File: src/rtl/input_skew_feeder_pkg.sv
// Shared types and defaults for the systolic-array west-edge feeder.
package input_skew_feeder_pkg;

   localparam int unsigned DATA_WIDTH_DEFAULT = 16;

   typedef enum logic [1:0] {
      IDLE,
      STREAM,
      DRAIN
   } feeder_state_t;

   function automatic int unsigned drain_cnt_width(input int unsigned rows);
      return (rows > 1) ? $clog2(rows) : 1;
   endfunction

endpackage

File: src/rtl/input_skew_feeder_if.sv
// Upstream beat handshake into the feeder: one ROWS-wide activation vector per beat.
interface input_skew_feeder_if
   import input_skew_feeder_pkg::*;
#(
   parameter int unsigned ROWS       = 4,
   parameter int unsigned DATA_WIDTH = DATA_WIDTH_DEFAULT
);

   logic                       in_valid;
   logic                       in_ready;
   logic [ROWS*DATA_WIDTH-1:0] in_data;
   logic                       in_switch;
   logic                       in_last;

   modport master (
      output in_valid,
      output in_data,
      output in_switch,
      output in_last,
      input  in_ready
   );

   modport slave (
      input  in_valid,
      input  in_data,
      input  in_switch,
      input  in_last,
      output in_ready
   );

endinterface

File: src/rtl/input_skew_feeder_skew_delay_line.sv
// DEPTH-stage shift register carrying {data, valid, switch} for one PE row.
module input_skew_feeder_skew_delay_line #(
   parameter int unsigned DEPTH      = 1,
   parameter int unsigned DATA_WIDTH = 16
) (
   input  logic                  clk,
   input  logic                  rst,
   input  logic [DATA_WIDTH-1:0] in_data,
   input  logic                  in_valid,
   input  logic                  in_switch,
   output logic [DATA_WIDTH-1:0] out_data,
   output logic                  out_valid,
   output logic                  out_switch
);

   logic [DATA_WIDTH-1:0] data_q   [DEPTH];
   logic                  valid_q  [DEPTH];
   logic                  switch_q [DEPTH];

   always_ff @(posedge clk) begin
      if (rst) begin
         for (int i = 0; i < int'(DEPTH); i++) begin
            data_q[i]   <= '0;
            valid_q[i]  <= 1'b0;
            switch_q[i] <= 1'b0;
         end
      end else begin
         data_q[0]   <= in_data;
         valid_q[0]  <= in_valid;
         switch_q[0] <= in_switch;
         for (int i = 1; i < int'(DEPTH); i++) begin
            data_q[i]   <= data_q[i-1];
            valid_q[i]  <= valid_q[i-1];
            switch_q[i] <= switch_q[i-1];
         end
      end
   end

   assign out_data   = data_q[DEPTH-1];
   assign out_valid  = valid_q[DEPTH-1];
   assign out_switch = switch_q[DEPTH-1];

endmodule

File: src/rtl/input_skew_feeder.sv
// West-edge feeder: skews row r of each accepted beat by r+1 cycles and drains at end of tile.
module input_skew_feeder
   import input_skew_feeder_pkg::*;
#(
   parameter int unsigned ROWS       = 4,
   parameter int unsigned DATA_WIDTH = DATA_WIDTH_DEFAULT
) (
   input  logic                       clk,
   input  logic                       rst,
   input_skew_feeder_if.slave         up,
   output logic [ROWS*DATA_WIDTH-1:0] row_input,
   output logic [ROWS-1:0]            row_valid,
   output logic [ROWS-1:0]            row_switch,
   output logic                       busy,
   output logic                       done
);

   localparam int unsigned CNT_W = drain_cnt_width(ROWS);
   localparam logic [CNT_W-1:0] CNT_LAST = CNT_W'(ROWS - 1);

   feeder_state_t              state_q;
   logic [CNT_W-1:0]           cnt_q;
   logic                       accept;
   logic [ROWS*DATA_WIDTH-1:0] beat_data;
   logic                       beat_switch;

   // Ready only depends on registered state; reset gates it so nothing lands during reset.
   assign up.in_ready = (state_q != DRAIN) && !rst;
   assign accept      = up.in_valid && up.in_ready;
   assign busy        = (state_q != IDLE);
   assign done        = (state_q == DRAIN) && (cnt_q == CNT_LAST);

   // Non-accepted cycles inject a zero bubble so stale inputs never reach the array.
   assign beat_data   = accept ? up.in_data : '0;
   assign beat_switch = accept && up.in_switch;

   always_ff @(posedge clk) begin
      if (rst) begin
         state_q <= IDLE;
         cnt_q   <= '0;
      end else begin
         case (state_q)
            IDLE, STREAM: begin
               cnt_q <= '0;
               if (accept) begin
                  state_q <= up.in_last ? DRAIN : STREAM;
               end
            end
            DRAIN: begin
               if (cnt_q == CNT_LAST) begin
                  state_q <= IDLE;
                  cnt_q   <= '0;
               end else begin
                  cnt_q <= cnt_q + CNT_W'(1);
               end
            end
            default: begin
               state_q <= IDLE;
               cnt_q   <= '0;
            end
         endcase
      end
   end

   for (genvar r = 0; r < int'(ROWS); r++) begin : g_row
      input_skew_feeder_skew_delay_line #(
         .DEPTH      (r + 1),
         .DATA_WIDTH (DATA_WIDTH)
      ) u_delay (
         .clk        (clk),
         .rst        (rst),
         .in_data    (beat_data[r*DATA_WIDTH +: DATA_WIDTH]),
         .in_valid   (accept),
         .in_switch  (beat_switch),
         .out_data   (row_input[r*DATA_WIDTH +: DATA_WIDTH]),
         .out_valid  (row_valid[r]),
         .out_switch (row_switch[r])
      );
   end

endmodule

File: src/flat_wrapper.sv
// flat-port wrapper written by rule: the top's interface ports become plain ports
module input_skew_feeder_flat import input_skew_feeder_pkg::*;
#(
   parameter int unsigned ROWS       = 4,
   parameter int unsigned DATA_WIDTH = DATA_WIDTH_DEFAULT
)
  (clk, rst, row_input, row_valid, row_switch, busy, done, up_in_valid, up_in_data, up_in_switch, up_in_last, up_in_ready);
  input_skew_feeder_if #(.ROWS(ROWS), .DATA_WIDTH(DATA_WIDTH)) up_i ();
  input  logic clk;
  input  logic rst;
  output logic [ROWS*DATA_WIDTH-1:0] row_input;
  output logic [ROWS-1:0] row_valid;
  output logic [ROWS-1:0] row_switch;
  output logic busy;
  output logic done;
  input wire logic [$bits(up_i.in_valid)-1:0] up_in_valid;
  input wire logic [$bits(up_i.in_data)-1:0] up_in_data;
  input wire logic [$bits(up_i.in_switch)-1:0] up_in_switch;
  input wire logic [$bits(up_i.in_last)-1:0] up_in_last;
  output wire logic [$bits(up_i.in_ready)-1:0] up_in_ready;
  assign up_i.in_valid = up_in_valid;
  assign up_i.in_data = up_in_data;
  assign up_i.in_switch = up_in_switch;
  assign up_i.in_last = up_in_last;
  assign up_in_ready = up_i.in_ready;
  input_skew_feeder #(.ROWS(ROWS), .DATA_WIDTH(DATA_WIDTH)) u_core (.clk(clk), .rst(rst), .up(up_i), .row_input(row_input), .row_valid(row_valid), .row_switch(row_switch), .busy(busy), .done(done));
endmodule
File: config.mk
export PLATFORM = sky130hd
export DESIGN_NAME = input_skew_feeder_flat
export DESIGN_NICKNAME = d
export VERILOG_FILES = /design/src/rtl/input_skew_feeder_pkg.sv /design/src/rtl/input_skew_feeder_if.sv /design/src/rtl/input_skew_feeder_skew_delay_line.sv /design/src/rtl/input_skew_feeder.sv /design/src/flat_wrapper.sv
export SDC_FILE = /design/constraint.sdc
export NUM_CORES = 1
export LEC_CHECK = 0
export ABC_AREA = 1
export CAP_MARGIN = 20
export CORE_ASPECT_RATIO = 2
export CORE_UTILIZATION = 50
export DETAILED_ROUTE_END_ITERATION = 7
export HOLD_SLACK_MARGIN = 0.03
export PLACE_DENSITY = 0.84
export SLEW_MARGIN = 25
export SYNTH_ARGS = -nofsm -noshare
export SYNTH_HDL_FRONTEND = slang
export SYNTH_HIERARCHICAL = 1
export SYNTH_SLANG_ARGS = --single-unit
File: constraint.sdc
create_clock -name clk -period 3.8 [get_ports clk]
set_clock_uncertainty 0.2 [all_clocks]
set_input_delay 0.57 -clock clk [delete_from_list [all_inputs] [get_ports clk]]
set_output_delay 0.57 -clock clk [all_outputs]
set_load 0.03 [all_outputs]
==> run_results.csv <==
group,metric,value,unit
run_status,status,"complete, no violations",
route,dr_total_vias,4020,
layout,final_cell_mix,"inv_1 (252), nor2_1 (208), dfxtp_1 (184)",
die,start_util,0.512,
clock_tree,cts_setup_buffers,0,
route,viasPerCell,3.90,
timing,rsz0062_at_grt,"no",
timing,hold_viol_final,0,
die,die_w,83.6,um
layout,area_delta_synth_final,23.1,%
synth,synth_cell_types,19,
synth,synth_compound_area_frac,0.00226,
placed_design,hpwlAfterDp,6520,um
setup_path,worstPathMaxFanout,3,
clock_tree,clk_path_buf_depth,2,
synth,synth-seq-cells,184,
clock_tree,holdBufCountCts,0,
timing,layout_min_cycle_time,2510,ps
synth,syn_area,6650,sq um
timing,fin_crit_sh,0.662,
grt,grt_max_degree,95,
die,rows,59,
timing,worst_hold_slack,195,ps
synth,synthAdderAreaFrac,0.00188,
power,total_power,3.96,mW
hold_path,hold_path.class,"reg2reg",
route,firstDrtPassIters,4,
synth,yosys_warnings,6,
placed_design,place.port_buffers,143,
synth,synthSimpleGateAreaFrac,0.194,
die,die_h,165,um
job,cap_violations,0,
grt,antenna_found_initial,0,
timing,maxSlewHeadroom,0.418,
clock_tree,cts_buffers,17,
grt,grt_pass1_wl,15700,um
synth,yosysTopAreaCellShare,0.554,
timing,setup_viol,0,
die,die-area,13800,sq um
layout,final_cells,1030,
synth,syn_inst,774,
setup_path,required,3030,ps
layout,fillerInstances,1031,
layout,final_common_cell,"inv_1",
layout,drive_gt1_frac,0.0923,
synth,yosys.area.top_type,"dfxtp_1",
route,first_iter_violations,151,
clock_tree,clock_sinks,184,
setup_path,critPathKind,"reg2out",
layout,antenna_cells,0,
timing,tightest_slew,874,ps
grt,grt_pass1_vias,3575,
synth,seq_area_frac_synth,0.554,
timing,max_freq,398,MHz
power,ir_drop,0.398,mV
route,ant_nets,0,
timing,finalSetupTns,0,ps
setup_path,worst_ep_arrival_time,1740,ps
power,cellLeakagePower,3.46,nW
synth,synth_fp_nets,844,
die,coreArea,13000,sq um
synth,synth_xor_area_frac,0,
grt,grt_usage,0.145,
clock_tree,clk_latency,420,ps
clock_tree,clk_pin_slew_worst_paths,70,ps
clock_tree,root_buffer,"clkbuf_16",
route,drt_wl_total,9580,um
placed_design,gp_congestion,0.761,
route,drc,0,
placed_design,post-place-cells,998,
synth,synth_top_family_by_area,"buffers and inverters",
power,power.density,483,nW/um^2
layout,final_nets,935,
die,pin_count,144,
setup_path,setup.worst_path.start_class,"flip-flop",
clock_tree,htreeDepth,4,
synth,muxShareOfSynthArea,0,
timing,drv_slew,0,
clock_tree,ctsResizeCount,0,
route,wl_per_cell,9.30,um
clock_tree,cts_tree,"built",
setup_path,end_kind,"output pin",
synth,yosys-top-cells-area,"dfxtp_1 (55%), inv_1 (14%), nor2_1 (12%)",
synth,syn_avg_cell_area,8.60,sq um
grt,grt.overflow.total,0,
-- through the flow --
step | worst slack, ps | area [sq um] | util
3_5_place_dp | 1380 | 7610 | 0.586
6_report | 1290 | 8190 | 0.630
4_1_cts | 1260 | 8190 | 0.630
3_3_place_gp | 1410 | 7610 | 0.586
2_1_floorplan | 2080 | 6650 | -
5_1_grt | 1210 | 8190 | 0.630
-- report_power, final --
part	internal (mW)	switching [mW]
logic	0.128	0.158
clock network	0.886	0.808
registers	1.97	0.0116
-- worst paths after layout --
kind	depth (start not counted)	slack, ps	start	endpoint
min	2	190	u_core/g_row[3].u_delay/switch_q[0][1]$_SDFF_PP0_	u_core/g_row[3].u_delay/switch_q[0][2]$_SDFF_PP0_
max reg2reg	6	1940	u_core/state_q[1]$_SDFFE_PP0P_	u_core/g_row[3].u_delay/data_q[0][15]$_SDFF_PP0_
min reg2reg	2	190	u_core/g_row[3].u_delay/switch_q[0][1]$_SDFF_PP0_	u_core/g_row[3].u_delay/switch_q[0][2]$_SDFF_PP0_
max	4	1290	u_core/cnt_q[0]$_SDFF_PP0_	done
-- per-layer routing --
| layer | up-vias | GRT usage | part of all wire |
|---|---|---|---|
| met4 | 0 | 0.0871 | 0.036 |
| met5 | - | 0 | 0 |
| met1 | 1695 | 0.144 | 0.37 |
| met3 | 23 | 0.0378 | 0.042 |
| met2 | 100 | 0.267 | 0.55 |
| li1 | 2202 | - | - |
-- kinds of logic after synthesis --
kind of cell    after synthesis
fa+ha+maj                     1
buf+inv                     328
flops                       184
compound gates                3
simple gates                258
-- Yosys cell counts (all sizes together) --
cell type / number
nand4: 1
nand2: 5
inv: 253
a21oi: 1
dfxtp: 184
nand3: 2
ha: 1
o21ai: 2
buf: 75
nor2: 250
-- layout make-up --
cell class / count / area, sq um / share of cell area
Inverter: 253 / 950 / 0.116
Clock inverter: 14 / 155 / 0.0189
Timing Repair Buffer: 147 / 1460 / 0.179
Tap cell: 152 / 190 / 0.0232
Clock buffer: 18 / 429 / 0.0524
Multi-Input combinational cell: 262 / 1320 / 0.161
Sequential cell: 184 / 3680 / 0.450
-- state kept, by name (all words and copies together) (netlist names) --
name	count
u_core/g_row.u_delay/valid_q	10
u_core/g_row.u_delay/data_q	160
u_core/cnt_q	2
u_core/g_row.u_delay/switch_q	10
u_core/state_q	2
-- critical path, stage by stage (launching register included) --
cell	delay (ps)
dfxtp_1	340
ha_1	150
inv_1	70
nor2_1	100
clkdlybuf4s50_1	670
Power figures use the tool's default switching activity.
